--- config.mk ---
export PLATFORM = sky130hd
export DESIGN_NAME = divide_strobe_monitor
export DESIGN_NICKNAME = d
export VERILOG_FILES = /design/src/rtl/strobe_mon_pkg.sv /design/src/rtl/divide_strobe_monitor_rise_detect.sv /design/src/rtl/divide_strobe_monitor.sv
export SDC_FILE = /design/constraint.sdc
export NUM_CORES = 1
export LEC_CHECK = 0
export CAP_MARGIN = 10
export CORE_MARGIN = 2
export CORE_UTILIZATION = 55
export DETAILED_ROUTE_END_ITERATION = 10
export PLACE_DENSITY = 0.9
export SLEW_MARGIN = 20
export SYNTH_ARGS = -nofsm -noshare
export SYNTH_HDL_FRONTEND = slang
export SYNTH_SLANG_ARGS = --single-unit
--- constraint.sdc ---
create_clock -name clk -period 3.23 [get_ports clk]
set_clock_uncertainty 0.05 [all_clocks]
set_input_delay 0.646 -clock clk [delete_from_list [all_inputs] [get_ports clk]]
set_output_delay 0.646 -clock clk [all_outputs]
set_load 0.05 [all_outputs]
--- src/rtl/strobe_mon_pkg.sv ---
// Shared types and default parameters for the divided-strobe monitor.
// No latency or flow control: declarations only.
package strobe_mon_pkg;

  typedef enum logic [1:0] {
    WAIT_FIRST = 2'd0,
    TRACK      = 2'd1,
    LOCKED     = 2'd2
  } mon_state_t;

  localparam int DEF_EXP_PERIOD = 4;
  localparam int DEF_CNT_W      = 8;
  localparam int DEF_LOCK_N     = 3;

endpackage

--- src/rtl/divide_strobe_monitor_rise_detect.sv ---
// Rising-edge detector: combinational rise from a one-register history of y.
// No backpressure; the reset value of the history register is a parameter.
module rise_detect #(
  parameter logic RESET_VAL = 1'b1
) (
  input  logic clk,
  input  logic reset,
  input  logic y,
  output logic rise
);

  logic y_q;

  always_ff @(posedge clk or posedge reset) begin
    if (reset) y_q <= RESET_VAL;
    else       y_q <= y;
  end

  assign rise = y & ~y_q;

endmodule

--- src/rtl/divide_strobe_monitor.sv ---
// Measures strobe period, tracks lock at EXP_PERIOD, flags short/long/missing pulses.
// All outputs registered one cycle after the edge cycle; y is sampled every cycle, no backpressure.
module divide_strobe_monitor
  import strobe_mon_pkg::*;
#(
  parameter int EXP_PERIOD = DEF_EXP_PERIOD,
  parameter int CNT_W      = DEF_CNT_W,
  parameter int LOCK_N     = DEF_LOCK_N
) (
  input  logic             clk,
  input  logic             reset,
  input  logic             y,
  input  logic             clear_err,
  output logic [CNT_W-1:0] period,
  output logic             period_valid,
  output logic             locked,
  output logic             err_short,
  output logic             err_long
);

  localparam int MW = (LOCK_N < 1) ? 1 : $clog2(LOCK_N + 1);
  localparam logic [CNT_W-1:0] EXP_C   = CNT_W'(EXP_PERIOD);
  localparam logic [CNT_W-1:0] CNT_MAX = {CNT_W{1'b1}};
  localparam logic [MW-1:0]    LOCK_C  = MW'(LOCK_N);

  mon_state_t       state;
  mon_state_t       state_nxt;
  logic [CNT_W-1:0] cnt;
  logic [MW-1:0]    match_cnt;
  logic [MW-1:0]    match_nxt;
  logic             edge_det;
  logic             upd_period;
  logic             set_short;
  logic             set_long;

  // y_q resets high so a strobe held high through reset is not taken as an edge.
  rise_detect #(.RESET_VAL(1'b1)) u_rise (
    .clk   (clk),
    .reset (reset),
    .y     (y),
    .rise  (edge_det)
  );

  always_comb begin
    state_nxt  = state;
    match_nxt  = match_cnt;
    upd_period = 1'b0;
    set_short  = 1'b0;
    set_long   = 1'b0;
    case (state)
      WAIT_FIRST: begin
        if (edge_det) begin
          state_nxt = TRACK;
          match_nxt = '0;
        end
      end
      TRACK, LOCKED: begin
        if (edge_det) begin
          upd_period = 1'b1;
          if (cnt == EXP_C) begin
            if (match_cnt != LOCK_C) match_nxt = match_cnt + MW'(1);
            if (match_nxt == LOCK_C) state_nxt = LOCKED;
          end else if (cnt < EXP_C) begin
            set_short = 1'b1;
            match_nxt = '0;
            state_nxt = TRACK;
          end else begin
            set_long  = 1'b1;
            match_nxt = '0;
            state_nxt = TRACK;
          end
        end else if (state == LOCKED && cnt == EXP_C) begin
          // The edge due this cycle never came.
          set_long  = 1'b1;
          match_nxt = '0;
          state_nxt = TRACK;
        end
      end
      default: begin
        state_nxt = WAIT_FIRST;
        match_nxt = '0;
      end
    endcase
  end

  always_ff @(posedge clk or posedge reset) begin
    if (reset) begin
      state        <= WAIT_FIRST;
      cnt          <= '0;
      match_cnt    <= '0;
      period       <= '0;
      period_valid <= 1'b0;
      err_short    <= 1'b0;
      err_long     <= 1'b0;
    end else begin
      state     <= state_nxt;
      match_cnt <= match_nxt;
      if (edge_det)            cnt <= CNT_W'(1);
      else if (cnt != CNT_MAX) cnt <= cnt + CNT_W'(1);
      period_valid <= upd_period;
      if (upd_period) period <= cnt;
      // A new error event outranks a simultaneous clear.
      err_short <= set_short | (err_short & ~clear_err);
      err_long  <= set_long  | (err_long  & ~clear_err);
    end
  end

  assign locked = (state == LOCKED);

endmodule

==> results.py, run 1 <==
metrics = {
    "timing": {
        "setup_violations": 0,
        "finalCritPeriodShare_pct": 78.8,
        "period_minus_slack_ps": 2550,
        "fmax_ghz": 0.393,
        "tightest_slew_ps": 886,
        "slew_viol_final": 0,
        "hold_viol": 0,
        "setup_tns_ps": 0,
        "grt_setup_unrepaired": "no",
        "relSlewSlack_pct": 40.9,
    },
    "clocking": {
        "clockBufferDepth": 2,
        "post-cts-setup-buffer-count": 0,
        "path_clk_slew_ps": 130,
        "h-tree-depth": 1,
        "clk_latency_ps": 300,
        "cts.sinks": 24,
        "cts_made_buffers": 3,
        "cts-hold-fix-buffers": 0,
        "cts_resized": 0,
        "cts-root-buf": "clkbuf_4",
        "cts_tree": "built",
    },
    "drt": {
        "ant_nets": 0,
        "wl_per_cell_um": 14.9,
        "vias_per_cell": 5.71,
        "drt_iter0_drc": 31,
        "dr_total_vias": 902,
        "routed_wl_mm": 2.35,
        "drt-pass1-iter-count": 4,
        "drc": 0,
    },
    "global_route": {
        "grt_first_pass_wirelength_mm": 4.05,
        "grt_pass1_vias": 919,
        "gr-total-overflow": 0,
        "grt_antenna_before_repair": 0,
        "grt_max_degree": 25,
        "track_usage_pct": 20.6,
    },
    "placed_design": {
        "io_buffers": 15,
        "dp_cells": 154,
        "gp_congestion": 0.869,
        "hpwl_mm": 1.76,
    },
    "floorplan": {
        "fp.dieW_um": 51.0,
        "initial_core_util_pct": 56.7,
        "dieHeight_um": 51.0,
        "dieArea_um2": 2610,
        "rows": 17,
        "core_area_um2": 2150,
        "io-pin-count": 16,
    },
    "power": {
        "p_leak_nw": 0.668,
        "vdd_drop_max_v": 0.000495,
        "power.density_nw_per_um2": 755,
        "power_mw": 1.09,
    },
    "layout": {
        "layout-drive-gt1-share_pct": 12.3,
        "final_common_cell": "dfrtp_1",
        "n_antenna_cell": 0,
        "fin_nets": 140,
        "fill_cells": 166,
        "layout_common_cells": "dfrtp_1 (23), clkdlybuf4s50_1 (15), inv_1 (10)",
        "instances_no_fill": 158,
        "syn2layout_area_growth_pct": 19.0,
    },
    "critical_path": {
        "cp-end-kind": "output pin",
        "worstPathMaxFanout": 3,
        "worstPathCellList": "inv_1 > ha_1 > clkdlybuf4s50_1",
        "cp-start-kind": "flop",
        "cp.required_ps": 2530,
        "arrival_ps": 1850,
        "slowest_stage": "clkdlybuf4s50_1",
        "criticalPathCategory": "flop to output pin",
        "max_stage_delay_ps": 820,
    },
    "outcome": {
        "status": "finished clean",
    },
    "yosys": {
        "synth_edf_count": 0,
        "synth-async-reset-ratio_pct": 100,
        "yosys_warnings": 0,
        "ys.flop_type": "dfrtp_1",
        "avgSynthCellArea_um2": 10.8,
        "synth-seq-cells": 24,
        "yosysSeqAreaShare_pct": 49.4,
        "syn_nets": 122,
        "netlist_area_um2": 1220,
        "synthCells": 113,
        "ys_types": 41,
    },
    "worst_hold_path": {
        "min-delay-path-class": "flop to flop",
    },
    "flow_run": {
        "drv_cap": 0,
    },
}
-- cell usage after synthesis, types with 3 or more instances --
library cell | n | share of area [%]
mux2_2 | 6 | 5.5
dfrtp_1 | 23 | 47
nand4_1 | 3 | 1.5
nor2_1 | 7 | 2.2
inv_1 | 10 | 3.1
o21ai_0 | 8 | 3.3
nand2b_1 | 3 | 1.5
ha_1 | 5 | 5.1
nand2_1 | 9 | 2.8
-- where the power goes --
| part | internal (mW) | total [mW] | switching [mW] |
|---|---|---|---|
| clock | 0.125 | 0.210 | 0.0846 |
| sequential | 0.369 | 0.441 | 0.0721 |
| combinational | 0.167 | 0.443 | 0.277 |
-- through the flow --
step / hold WS (ps) / setup slack [ps] / area [um2] / utilization (%)
4_1_cts: 457 / 661 / 1450 / 67.4
3_3_place_gp: 421 / 784 / 1400 / 65.0
6_report: 455 / 684 / 1450 / 67.4
5_1_grt: 504 / 610 / 1450 / 67.4
3_5_place_dp: 428 / 688 / 1400 / 65.0
2_1_floorplan: 447 / 1430 / 1220 / -
-- registers in the layout, indices dropped and copies added (netlist names) --
signal,cells
u_rise.y_q,1
match_cnt,2
period_valid,1
err_short,1
err_long,1
state,2
period,8
cnt,8
-- logic make-up after synthesis --
| logic type | count (synthesis) | share of synthesized area [%] |
|---|---|---|
| flops | 24 | 49.4 |
| simple gates | 37 | 18.4 |
| xor+xnor | 2 | 1.44 |
| fa+ha+maj | 5 | 5.14 |
| mux | 8 | 7.19 |
| buf+inv | 13 | 4.21 |
| compound gates | 24 | 14.2 |
-- cell type report --
cell class	count	area [um2]	share of cell area [%]
flip-flops and latches	24	602	41.5
multi-input cells	76	564	38.9
repair buffers	16	158	10.9
inverters	10	37.5	2.59
well taps	28	35.0	2.42
clock inverters	1	30.0	2.07
clock buffers	3	22.5	1.55
-- path summary, 6_finish.rpt --
check / from / endpoint / slack (ps) / cells past startpoint
min reg2reg: period[0]$_DFFE_PP0P_ / period[0]$_DFFE_PP0P_ / 450 / 2
max reg2reg: cnt[0]$_DFFE_PP0P_ / match_cnt[0]$_DFFE_PP0P_ / 1330 / 6
max: state[0]$_DFFE_PP0P_ / locked / 680 / 3
max in group asynchronous: reset / period[5]$_DFFE_PP0P_ / 1830 / 2
min in group asynchronous: reset / period_valid$_DFF_PP0_ / 770 / 2
min: period[0]$_DFFE_PP0P_ / period[0]$_DFFE_PP0P_ / 450 / 2
-- worst max-delay path: cells and delay by family, from the launching register on --
kind | cells | cell delay (ps)
fa+ha+maj | 1 | 210
buf+inv | 2 | 930
flops | 1 | 400
-- per-layer routing --
metal / GRT usage (%) / vias to the layer above / share of wire, %
met5: 0 / - / 0
met2: 37.0 / 16 / 52
li1: - / 437 / -
met4: 6.76 / 0 / 0.81
met1: 25.1 / 445 / 45
met3: 2.92 / 4 / 2.5
(Power assumes the default switching activity.)
==> inputs of run 2 (changes only) <==
Settings changed: CORE_UTILIZATION 55 to 53, PLACE_DENSITY 0.9 to 0.87.
Clock period 3.23 ns to 2.4 ns, I/O delays scaled along.
==> run 2 against run 1 <==
Effect of this change:
- utilization decreased by 0.68 points
- sequential share of layout area down 0.39 points
- wire length increased by 1.1%
- global-route usage is 0.61 points higher
- flip-flop and latch count unchanged
==> results.py, run 2 (synthesized netlist as in run 1, its figures left out) <==
metrics = {
    "outcome": {
        "status": "finished clean",
    },
    "critical_path": {
        "worstPathMaxFanout": 3,
        "cp-end-kind": "output pin",
        "slowest_stage": "dlygate4sd2_1",
        "cp.required_ps": 1870,
        "max_stage_delay_ps": 550,
        "worstPathCellList": "inv_1 > ha_1 > dlygate4sd2_1",
        "worst-path-buf-inv": 2,
        "criticalPathCategory": "flop to output pin",
        "cp-start-kind": "flop",
        "arrival_ps": 1600,
        "cp_top_family": "buffers and inverters",
        "rrSetupSlack_ps": 500,
    },
    "clocking": {
        "clk_latency_ps": 310,
        "path_clk_slew_ps": 140,
        "cts.sinks": 24,
        "cts-root-buf": "clkbuf_4",
        "clockBufferDepth": 2,
        "cts_tree": "built",
        "cts_made_buffers": 3,
        "h-tree-depth": 1,
    },
    "timing": {
        "worst_hold_slack_ps": 428,
        "tightest_slew_ps": 504,
        "period_minus_slack_ps": 2130,
        "grt_setup_unrepaired": "no",
        "relSlewSlack_pct": 66.3,
        "fmax_ghz": 0.469,
        "setup_ws_ps": 266,
        "setup_violations": 0,
        "setup_tns_ps": 0,
        "finalCritPeriodShare_pct": 88.9,
        "hold_viol": 0,
        "slew_viol_final": 0,
    },
    "drt": {
        "drc": 0,
        "wl_met2_mm": 1.23,
        "wl_met3_um": 93,
        "vias_per_cell": 5.68,
        "routed_wl_mm": 2.37,
        "drt-pass1-iter-count": 4,
        "drt_iter0_drc": 19,
        "wl_per_cell_um": 14.8,
        "wl_met1_mm": 1.02,
        "ant_nets": 0,
        "top_layer": "met4",
        "dr_total_vias": 908,
    },
    "placed_design": {
        "io_buffers": 15,
        "dp_slack_ps": 329,
        "hpwl_mm": 1.76,
        "gp_congestion": 0.839,
    },
    "layout": {
        "fin_nets": 142,
        "layout-drive-gt1-share_pct": 13.6,
        "reg.largest.list": "cnt x8, period x8",
        "final_common_cell": "dfrtp_1",
        "syn2layout_area_growth_pct": 20.1,
        "layout_common_cells": "dfrtp_1 (23), clkdlybuf4s50_1 (14), inv_1 (10)",
        "n_antenna_cell": 0,
    },
    "global_route": {
        "grt_max_degree": 25,
        "grt_first_pass_wirelength_mm": 4.19,
        "grt_pass1_vias": 927,
        "gr-total-overflow": 0,
        "grt_antenna_before_repair": 0,
        "track_usage_pct": 21.2,
    },
    "floorplan": {
        "dieHeight_um": 51.9,
        "io-pin-count": 16,
        "initial_core_util_pct": 55.6,
        "rows": 17,
        "core_area_um2": 2190,
        "fp.dieW_um": 51.9,
        "dieArea_um2": 2700,
    },
    "power": {
        "p_leak_nw": 0.682,
        "power_mw": 1.49,
        "vdd_drop_max_v": 0.000702,
        "power.density_nw_per_um2": 1020,
    },
    "flow_run": {
        "drv_cap": 0,
    },
    "worst_hold_path": {
        "min-delay-path-class": "input port to async pin",
    },
}
[run 2: per-stage QoR]
step | util (%) | instances | area (um2)
CTS | 66.8 | 160 | 1460
global route | 66.8 | 160 | 1460
detailed placement | 64.4 | 156 | 1410
finish | 66.8 | 160 | 1460
floorplan | - | 113 | 1220
global placement | 64.4 | 156 | 1410
[run 2: power by group]
| part | internal (mW) | switching, mW | total [mW] |
|---|---|---|---|
| logic | 0.227 | 0.371 | 0.597 |
| clock network | 0.169 | 0.126 | 0.295 |
| registers | 0.496 | 0.100 | 0.597 |
| total | 0.892 | 0.597 | 1.49 |
[run 2: worst min-delay path: stages]
cell and delay, ps:
clkdlybuf4s50_1 390, inv_1 50, buf_4 280
[run 2: worst paths after layout]
path	end	startpoint	depth (start not counted)
max	locked	state[0]$_DFFE_PP0P_	3
min	period_valid$_DFF_PP0_	reset	3
max reg2reg	state[0]$_DFFE_PP0P_	cnt[0]$_DFFE_PP0P_	6
min reg2reg	period[1]$_DFFE_PP0P_	period[1]$_DFFE_PP0P_	2
max in group asynchronous	u_rise.y_q$_DFF_PP1_	reset	3
min in group clk	period[1]$_DFFE_PP0P_	period[1]$_DFFE_PP0P_	2
[run 2: cell type report]
cell class	count	area (um2)
clock buffer	3	22.5
clock inverter	1	30.0
fill	161	728
inverter	10	37.5
multi-input combinational	76	564
sequential	24	602
tap	28	35.0
timing repair buffer	18	171
[run 2: timing repair]
action	CTS	global route
gates resized for setup	1	0
hold buffers	0	0
buffers inserted	0	0
endpoints found under the setup margin	1	0
[run 2: metal layers]
metal	GRT usage, %	up-vias
met2	34.0	25
met4	11.0	0
met1	27.7	436
li1	-	443
met3	2.87	4
met5	0	-
